## src/rtl/demux_1x2_stream_ctrl_pkg.sv

```systemverilog
// Shared definitions for the packet-aware 1x2 stream demultiplexer.
// Holds the FSM state encoding and the default widths.
package demux_pkg;

  localparam int DEFAULT_DATA_W = 8;
  localparam int DEFAULT_CNT_W  = 16;

  typedef enum logic {
    ST_IDLE = 1'b0,
    ST_PKT  = 1'b1
  } state_t;

endpackage

```

## src/rtl/demux_1x2_stream_ctrl_if.sv

```systemverilog
// One valid/ready beat channel with packet framing and a destination bit.
// The producer side uses master, the consumer side uses slave.
interface demux_1x2_stream_ctrl_if
  import demux_pkg::*;
#(
  parameter int DATA_W = DEFAULT_DATA_W
);

  logic              valid;
  logic              ready;
  logic [DATA_W-1:0] data;
  logic              last;
  logic              dest;

  modport master (output valid, data, last, dest, input ready);
  modport slave  (input valid, data, last, dest, output ready);

endinterface

```

## src/rtl/demux_1x2_stream_ctrl_demux.sv

```systemverilog
// Plain 1-to-2 steering element: the selected output follows d,
// the other output is forced to zero.
module demux_1x2
  import demux_pkg::*;
#(
  parameter int W = 1
) (
  input  logic         sel,
  input  logic [W-1:0] d,
  output logic [W-1:0] y0,
  output logic [W-1:0] y1
);

  assign y0 = sel ? '0 : d;
  assign y1 = sel ? d  : '0;

endmodule

```

## src/rtl/demux_1x2_stream_ctrl.sv

```systemverilog
// Packet-aware controller: latches the destination on each first beat, stages one
// beat and forwards it only to the selected channel, counting completed packets.
module demux_1x2_stream_ctrl
  import demux_pkg::*;
#(
  parameter int DATA_W = DEFAULT_DATA_W,
  parameter int CNT_W  = DEFAULT_CNT_W
) (
  input  logic                    clk,
  input  logic                    rst_n,
  input  logic                    enable,
  demux_1x2_stream_ctrl_if.slave  in_bus,
  demux_1x2_stream_ctrl_if.master out0_bus,
  demux_1x2_stream_ctrl_if.master out1_bus,
  output logic                    sel,
  output logic                    busy,
  output logic [CNT_W-1:0]        pkt_cnt0,
  output logic [CNT_W-1:0]        pkt_cnt1
);

  state_t            state_reg;
  logic              sel_reg;
  logic              stage_full_reg;
  logic              stage_last_reg;
  logic [DATA_W-1:0] stage_data_reg;

  logic              sel_ready;
  logic              stage_can_load;
  logic              handoff;
  logic              in_ready;
  logic              accept;
  logic [DATA_W:0]   stage_bundle;
  logic [DATA_W:0]   bundle0;
  logic [DATA_W:0]   bundle1;
  logic [1:0]        ch_ready;

  assign ch_ready       = {out1_bus.ready, out0_bus.ready};
  assign sel_ready      = ch_ready[sel_reg];
  assign stage_can_load = ~stage_full_reg | sel_ready;
  assign handoff        = stage_full_reg & sel_ready;

  // Inside a packet enable is ignored so the packet always completes.
  assign in_ready = rst_n & stage_can_load & ((state_reg == ST_PKT) | enable);
  assign accept   = in_bus.valid & in_ready;

  assign in_bus.ready = in_ready;

  always_ff @(posedge clk or negedge rst_n) begin
    if (!rst_n) begin
      state_reg      <= ST_IDLE;
      sel_reg        <= 1'b0;
      stage_full_reg <= 1'b0;
      stage_last_reg <= 1'b0;
      stage_data_reg <= '0;
    end else begin
      if (accept) begin
        stage_full_reg <= 1'b1;
        stage_data_reg <= in_bus.data;
        stage_last_reg <= in_bus.last;
        if (state_reg == ST_IDLE) begin
          sel_reg <= in_bus.dest;
        end
        state_reg <= in_bus.last ? ST_IDLE : ST_PKT;
      end else if (handoff) begin
        stage_full_reg <= 1'b0;
      end
    end
  end

  // sel only changes when the stage is empty or draining, so sel_reg is the stage channel.
  assign stage_bundle = stage_full_reg ? {stage_data_reg, stage_last_reg} : '0;

  demux_1x2 #(.W(1)) u_valid_demux (
    .sel (sel_reg),
    .d   (stage_full_reg),
    .y0  (out0_bus.valid),
    .y1  (out1_bus.valid)
  );

  demux_1x2 #(.W(DATA_W + 1)) u_bundle_demux (
    .sel (sel_reg),
    .d   (stage_bundle),
    .y0  (bundle0),
    .y1  (bundle1)
  );

  assign out0_bus.data = bundle0[DATA_W:1];
  assign out0_bus.last = bundle0[0];
  assign out0_bus.dest = 1'b0;
  assign out1_bus.data = bundle1[DATA_W:1];
  assign out1_bus.last = bundle1[0];
  assign out1_bus.dest = 1'b1;

  genvar gi;
  generate
    for (gi = 0; gi < 2; gi++) begin : g_cnt
      logic [CNT_W-1:0] cnt_reg;
      always_ff @(posedge clk or negedge rst_n) begin
        if (!rst_n) begin
          cnt_reg <= '0;
        end else if (handoff && stage_last_reg && (sel_reg == 1'(gi))) begin
          cnt_reg <= cnt_reg + 1'b1;
        end
      end
    end
  endgenerate

  assign pkt_cnt0 = g_cnt[0].cnt_reg;
  assign pkt_cnt1 = g_cnt[1].cnt_reg;
  assign sel      = sel_reg;
  assign busy     = (state_reg == ST_PKT) | stage_full_reg;

endmodule

```

## src/flat_wrapper.sv

```systemverilog
// flat-port wrapper written by rule: the top's interface ports become plain ports
module demux_1x2_stream_ctrl_flat import demux_pkg::*;
#(
  parameter int DATA_W = DEFAULT_DATA_W,
  parameter int CNT_W  = DEFAULT_CNT_W
)
  (clk, rst_n, enable, sel, busy, pkt_cnt0, pkt_cnt1, in_bus_valid, in_bus_data, in_bus_last, in_bus_dest, in_bus_ready, out0_bus_valid, out0_bus_data, out0_bus_last, out0_bus_dest, out0_bus_ready, out1_bus_valid, out1_bus_data, out1_bus_last, out1_bus_dest, out1_bus_ready);
  demux_1x2_stream_ctrl_if #(.DATA_W(DATA_W)) in_bus_i ();
  demux_1x2_stream_ctrl_if #(.DATA_W(DATA_W)) out0_bus_i ();
  demux_1x2_stream_ctrl_if #(.DATA_W(DATA_W)) out1_bus_i ();
  input  logic clk;
  input  logic rst_n;
  input  logic enable;
  output logic sel;
  output logic busy;
  output logic [CNT_W-1:0] pkt_cnt0;
  output logic [CNT_W-1:0] pkt_cnt1;
  input wire logic [$bits(in_bus_i.valid)-1:0] in_bus_valid;
  input wire logic [$bits(in_bus_i.data)-1:0] in_bus_data;
  input wire logic [$bits(in_bus_i.last)-1:0] in_bus_last;
  input wire logic [$bits(in_bus_i.dest)-1:0] in_bus_dest;
  output wire logic [$bits(in_bus_i.ready)-1:0] in_bus_ready;
  output wire logic [$bits(out0_bus_i.valid)-1:0] out0_bus_valid;
  output wire logic [$bits(out0_bus_i.data)-1:0] out0_bus_data;
  output wire logic [$bits(out0_bus_i.last)-1:0] out0_bus_last;
  output wire logic [$bits(out0_bus_i.dest)-1:0] out0_bus_dest;
  input wire logic [$bits(out0_bus_i.ready)-1:0] out0_bus_ready;
  output wire logic [$bits(out1_bus_i.valid)-1:0] out1_bus_valid;
  output wire logic [$bits(out1_bus_i.data)-1:0] out1_bus_data;
  output wire logic [$bits(out1_bus_i.last)-1:0] out1_bus_last;
  output wire logic [$bits(out1_bus_i.dest)-1:0] out1_bus_dest;
  input wire logic [$bits(out1_bus_i.ready)-1:0] out1_bus_ready;
  assign in_bus_i.valid = in_bus_valid;
  assign in_bus_i.data = in_bus_data;
  assign in_bus_i.last = in_bus_last;
  assign in_bus_i.dest = in_bus_dest;
  assign in_bus_ready = in_bus_i.ready;
  assign out0_bus_valid = out0_bus_i.valid;
  assign out0_bus_data = out0_bus_i.data;
  assign out0_bus_last = out0_bus_i.last;
  assign out0_bus_dest = out0_bus_i.dest;
  assign out0_bus_i.ready = out0_bus_ready;
  assign out1_bus_valid = out1_bus_i.valid;
  assign out1_bus_data = out1_bus_i.data;
  assign out1_bus_last = out1_bus_i.last;
  assign out1_bus_dest = out1_bus_i.dest;
  assign out1_bus_i.ready = out1_bus_ready;
  demux_1x2_stream_ctrl #(.DATA_W(DATA_W), .CNT_W(CNT_W)) u_core (.clk(clk), .rst_n(rst_n), .enable(enable), .in_bus(in_bus_i), .out0_bus(out0_bus_i), .out1_bus(out1_bus_i), .sel(sel), .busy(busy), .pkt_cnt0(pkt_cnt0), .pkt_cnt1(pkt_cnt1));
endmodule
```

## config.mk

```make
export PLATFORM = sky130hd
export DESIGN_NAME = demux_1x2_stream_ctrl_flat
export DESIGN_NICKNAME = d
export VERILOG_FILES = /design/src/rtl/demux_1x2_stream_ctrl_pkg.sv /design/src/rtl/demux_1x2_stream_ctrl_if.sv /design/src/rtl/demux_1x2_stream_ctrl_demux.sv /design/src/rtl/demux_1x2_stream_ctrl.sv /design/src/flat_wrapper.sv
export SDC_FILE = /design/constraint.sdc
export NUM_CORES = 1
export LEC_CHECK = 0
export BUFFER_PORTS_ARGS = -buffer_cell sky130_fd_sc_hd__buf_2
export CORE_ASPECT_RATIO = 1.75
export CORE_MARGIN = 4
export CORE_UTILIZATION = 44
export DETAILED_ROUTE_END_ITERATION = 12
export PLACE_DENSITY = 0.72
export REMOVE_ABC_BUFFERS = 1
export SYNTH_ARGS = -nofsm -noshare
export SYNTH_HDL_FRONTEND = slang
export SYNTH_SLANG_ARGS = --single-unit
```

## constraint.sdc

```tcl
create_clock -name clk -period 1.8 [get_ports clk]
set_clock_uncertainty 0.15 [all_clocks]
set_input_delay 0.27 -clock clk [delete_from_list [all_inputs] [get_ports clk]]
set_output_delay 0.27 -clock clk [all_outputs]
set_load 0.02 [all_outputs]
```

After elaboration in Yosys (flattened, before gate mapping)
Cells that the tools add are included.
{ "op_classes": {"n_reduce_logical": 5, "n_lt_le_gt_ge": 1, "n_bitwise": 10, "n_addsub": 2, "muxes": 10} }
{ "op_table": {"columns": ["cell", "n"], "rows": [
  ["$add 16x1->16 const B", 2],
  ["$mux 9", 3],
  ["$mux 1", 7],
  ["$and 1x1->1", 4],
  ["$logic_and 1x1->1", 3],
  ["$not 1->1", 3],
  ["$or 1x1->1", 3],
  ["$lt 1x2->1 const B", 1],
  ["$reduce_and 2->1", 1],
  ["$reduce_bool 2->1", 1]
]} }
{ "totals": {"ff_bits": 44, "word_cells": 35} }

Depth between registers and ports, before layout
{ "logic_depth": {"depth_word": 7, "depth_mapped": 5, "depth_no_buf": 5} }

Hierarchy
From an unflattened synthesis, not the netlist that was laid out.
{ "unflattened": {"hier_cells": 190, "hier_area_um2": 2139.6} }
{ "by_module_without_submodules": {"columns": ["module", "seq_area_each_um2", "cells_each", "area_each_um2", "instances"], "rows": [
  ["demux_1x2_stream_ctrl", 1101.1, 169, 1989.4, 1],
  ["demux_1x2 (u_core.u_bundle_demux)", 0.0, 19, 133.9, 1],
  ["demux_1x2 (u_core.u_valid_demux)", 0.0, 2, 16.3, 1]
]} }

Least setup slack after synthesis
No wires, ideal clock.
{ "synth_path": {"kind": "reg2reg", "start": "register u_core.sel_reg, in the netlist u_core.sel", "end": "register u_core.stage_data_reg[0]", "arrival_time_ps": 1450, "path_slack_ps": 75, "path_stages_with_launch": 5, "n_path_buf": 1, "period_less_slack_ps": 1725, "t_required_ps": 1525, "cell_sequence": "dfrtp_1 -> mux2i_1 -> a21oi_1 -> buf_4 -> mux2_2"} }
{ "synth_via": {"elab_chain_len": 6} }
{ "synth_rtl": {"columns": ["element", "line", "source"], "rows": [
  ["start: declaration", "demux_1x2_stream_ctrl.sv:22", "logic sel_reg;"],
  ["start signal: assignment", "demux_1x2_stream_ctrl.sv:61", "sel_reg <= in_bus.dest;"],
  ["$mux 1 (implied by the code) (2 in a row)", "demux_1x2_stream_ctrl.sv:38", "assign sel_ready = ch_ready[sel_reg];"],
  ["$or 1x1->1", "demux_1x2_stream_ctrl.sv:39", "assign stage_can_load = ~stage_full_reg | sel_ready;"],
  ["$and 1x1->1 (2 in a row)", "demux_1x2_stream_ctrl.sv:43", "assign in_ready = rst_n & stage_can_load & ((state_reg == ST_PKT) | enable);"],
  ["$and 1x1->1", "demux_1x2_stream_ctrl.sv:44", "assign accept = in_bus.valid & in_ready;"],
  ["end signal: assignment", "demux_1x2_stream_ctrl.sv:58", "stage_data_reg <= in_bus.data;"],
  ["end: declaration", "demux_1x2_stream_ctrl.sv:25", "logic [DATA_W-1:0] stage_data_reg;"]
]} }
No other way between the ends. The select of a mux whose other input is x is not followed.
A chain may end at the register's enable or synchronous reset.

Final worst setup path
{ "layout_path": {"start": "register u_core.sel_reg, in the netlist u_core.sel", "end": "output in_bus_ready"} }
{ "layout_via": {"elab_chain_len": 5} }
{ "layout_rtl": {"columns": ["element", "line", "source"], "rows": [
  ["$mux 1 (implied by the code) (2 in a row)", "demux_1x2_stream_ctrl.sv:38", null],
  ["$or 1x1->1", "demux_1x2_stream_ctrl.sv:39", null],
  ["$and 1x1->1 (2 in a row)", "demux_1x2_stream_ctrl.sv:43", null],
  ["end: declaration", "flat_wrapper.sv:22", "output wire logic [$bits(in_bus_i.ready)-1:0] in_bus_ready;"]
]} }
No other way between the ends. The select of a mux whose other input is x is not followed.

==> impl_metrics.py <==
metrics = {
    "floorplan": {
        "io_pins": 73,
        "die_area_mm2": 0.00603,
        "initial_core_util_pct": 45.3,
        "fp.dieH_um": 99.7,
        "coreArea_mm2": 0.00467,
        "die_w_um": 60.4,
        "row_count": 33,
    },
    "worst_setup_path": {
        "crit_path_top_delay_cell": "dfrtp_2",
        "required_ns": 1.38,
        "cpLargestDelayFamily": "flip-flops",
        "crit_arrival_ns": 1.37,
        "worstSetupStartpointType": "register",
        "path_buf_inv": 2,
        "crit_chain": "buf_6, mux2i_4, a21oi_2, buf_4",
        "max_stage_delay_ns": 0.43,
        "critPathKind": "register to output pin",
        "critPathMaxFanout": 3,
        "end_kind": "output pin",
    },
    "timing": {
        "setup_tns_ns": 0,
        "min_period_over_period_pct": 99.5,
        "fmax_ghz": 0.558,
        "rsz0062_at_grt": "true",
        "setup_viol": 0,
        "period_needed_ns": 1.79,
        "hold_viol_final": 0,
        "worst_slew_pin_slew_ns": 0.562,
        "setup_slack_ns": 0.00882,
        "max_slew_margin_pct": 62.5,
        "slew_viol_final": 0,
    },
    "cells_and_area": {
        "n_antenna_cell": 0,
        "layout_commonest_cell": "buf_2",
        "design_area_mm2": 0.00288,
        "final_cells": 322,
        "layout_common_cells": "buf_2, dfrtp_1, xnor2_1",
        "area_growth_pct": 36.2,
        "nets": 287,
        "drive_gt1_share_pct": 45.9,
    },
    "global_route": {
        "grt_max_degree": 45,
        "grt_pass1_vias": 1711,
        "grt-ovfl-total": 0,
        "grt_pass1_wl_um": 7900,
        "track_usage_pct": 17.3,
        "antenna_found_initial": 0,
    },
    "yosys": {
        "ys.flop_type": "dfrtp_1",
        "synth_cell_types": 29,
        "yosysWarnings": 0,
        "seq_area_frac_synth_pct": 52.0,
        "syn_avg_cell_area_um2": 11.7,
        "synth_top_cell_by_area": "dfrtp_1",
        "netlist.area_leader.share_pct": 52.0,
        "synthArstFlopShare_pct": 100,
        "ys_top_cells_by_area": "dfrtp_1, xnor2_1, mux2_2",
        "postSynthCellCount": 181,
        "ys_seq_elements": 44,
        "syn_area_mm2": 0.00212,
        "synth_edf_count": 0,
    },
    "route": {
        "drtPass1Iterations": 3,
        "num_vias": 1658,
        "drt_iter0_markers": 48,
        "wl_met2_um": 2710,
        "wl_per_cell_um": 15.0,
        "highest_layer": "met4",
        "vias_per_cell": 5.15,
        "wl_met1_um": 1760,
        "finalWirelength_um": 4840,
        "met3_length_um": 292,
        "ant_nets": 0,
        "drc": 0,
    },
    "placement": {
        "globalplace.congestion": 0.764,
        "pre_cts_ws_ns": 0.0902,
        "io_buffers": 70,
        "placed_cells": 308,
        "placed_area_mm2": 0.00258,
        "dp_hpwl_um": 3520,
    },
    "pwr": {
        "cellLeakagePower_nw": 1.53,
        "peakVddDrop_v": 0.00106,
        "powerDensity_mw_per_mm2": 1260,
    },
    "clock_network": {
        "cts_num_sinks": 44,
        "cts_tree": "yes",
        "cts_buffer_depth": 2,
        "root_buffer": "clkbuf_8",
        "cts_buffers": 5,
        "htreeDepth": 2,
        "clk_latency_ns": 0.30,
        "path_clk_slew_ns": 0.08,
    },
    "status": {
        "status": "finished clean",
    },
    "worst_hold_path": {
        "hold_class": "input pin to register",
    },
    "run": {
        "maxCapViolCount": 0,
    },
}
==> synthesized netlist by cell type (2+ instances only) <==
library cell,number
nand4_4,2
nand4_1,6
nand2_1,15
nand3_1,10
nor3_1,4
nor2b_1,2
and4_1,2
mux2_2,11
nor4_4,3
dfrtp_1,44
xor2_1,12
conb_1,2
xnor2_1,18
and3_1,12
a21oi_1,3
and2_1,11
clkbuf_1,3
nor2_1,6
ha_1,2
buf_4,3
inv_1,2
==> worst reg2reg max path, stage by stage (launching register included) <==
cell and delay [ns]:
dfrtp_2 0.43, buf_6 0.14, mux2i_4 0.19, a21oi_2 0.22
buf_6 0.17, mux2_2 0.34
==> metal layers <==
metal | global-route usage, % | vias up
met1 | 19.3 | 811
met4 | 6.51 | 0
met3 | 4.29 | 6
met2 | 30.8 | 47
li1 | - | 794
met5 | 0 | -
==> final timing paths <==
kind / start / end / slack, ns / cells after the start
worst max-delay path: u_core.sel / in_bus_ready / 0.009 / 4
min in group asynchronous: rst_n / u_core.pkt_cnt0[6] / 0.48 / 3
worst min-delay path: in_bus_data[2] / u_core.stage_data_reg[2] / 0.05 / 2
worst max register to register: u_core.sel / u_core.stage_data_reg[1] / 0.04 / 5
worst min register to register: u_core.pkt_cnt0[15] / u_core.pkt_cnt0[15] / 0.31 / 1
max in group asynchronous: rst_n / u_core.stage_full_reg / 0.61 / 3
==> cell type report <==
class	count	area (µm²)
inverter	2	7.51
clock inverter	3	90.1
multi-input combinational	129	1010
clock buffer	5	68.8
sequential	44	1100
fill	391	1780
timing repair buffer	87	532
tap	52	65.1
==> logic make-up after synthesis <==
group / share of synthesized area (%)
AOI/OAI and AO/OA: 1.30
xor gates and xnor gates: 12.4
adders and majority gates: 1.18
buffers and inverters: 2.48
DFF: 52.0
muxes: 6.33
other: 0.355
and+or+nand+nor: 23.9
==> metrics by stage <==
step                util [%]  hold WS (ns)  power [mW]
global placement        55.2         0.290        2.37
detailed placement      55.2         0.292        2.41
finish                  61.8        0.0528        3.64
CTS                     60.0        0.0429        3.54
floorplan                  -        -0.176        1.95
global route            61.8        0.0382        3.82
==> where the power goes <==
part / total [mW] / internal (mW) / leakage (nW) / switching [mW]
registers: 1.34 / 1.16 / 0.567 / 0.183
logic: 1.25 / 0.581 / 0.883 / 0.671
clock network: 1.04 / 0.694 / 0.0784 / 0.346
==> what timing repair did <==
action | CTS | global route
pin swaps | 0 | 6
endpoints found under the hold margin | 45 | 0
gates resized for setup | 10 | 19
setup endpoints to repair | 10 | 19
setup buffers | 2 | 2
gates cloned | 1 | 0
hold buffers | 2 | 0
Note: power is estimated with default switching activity, not from simulation.
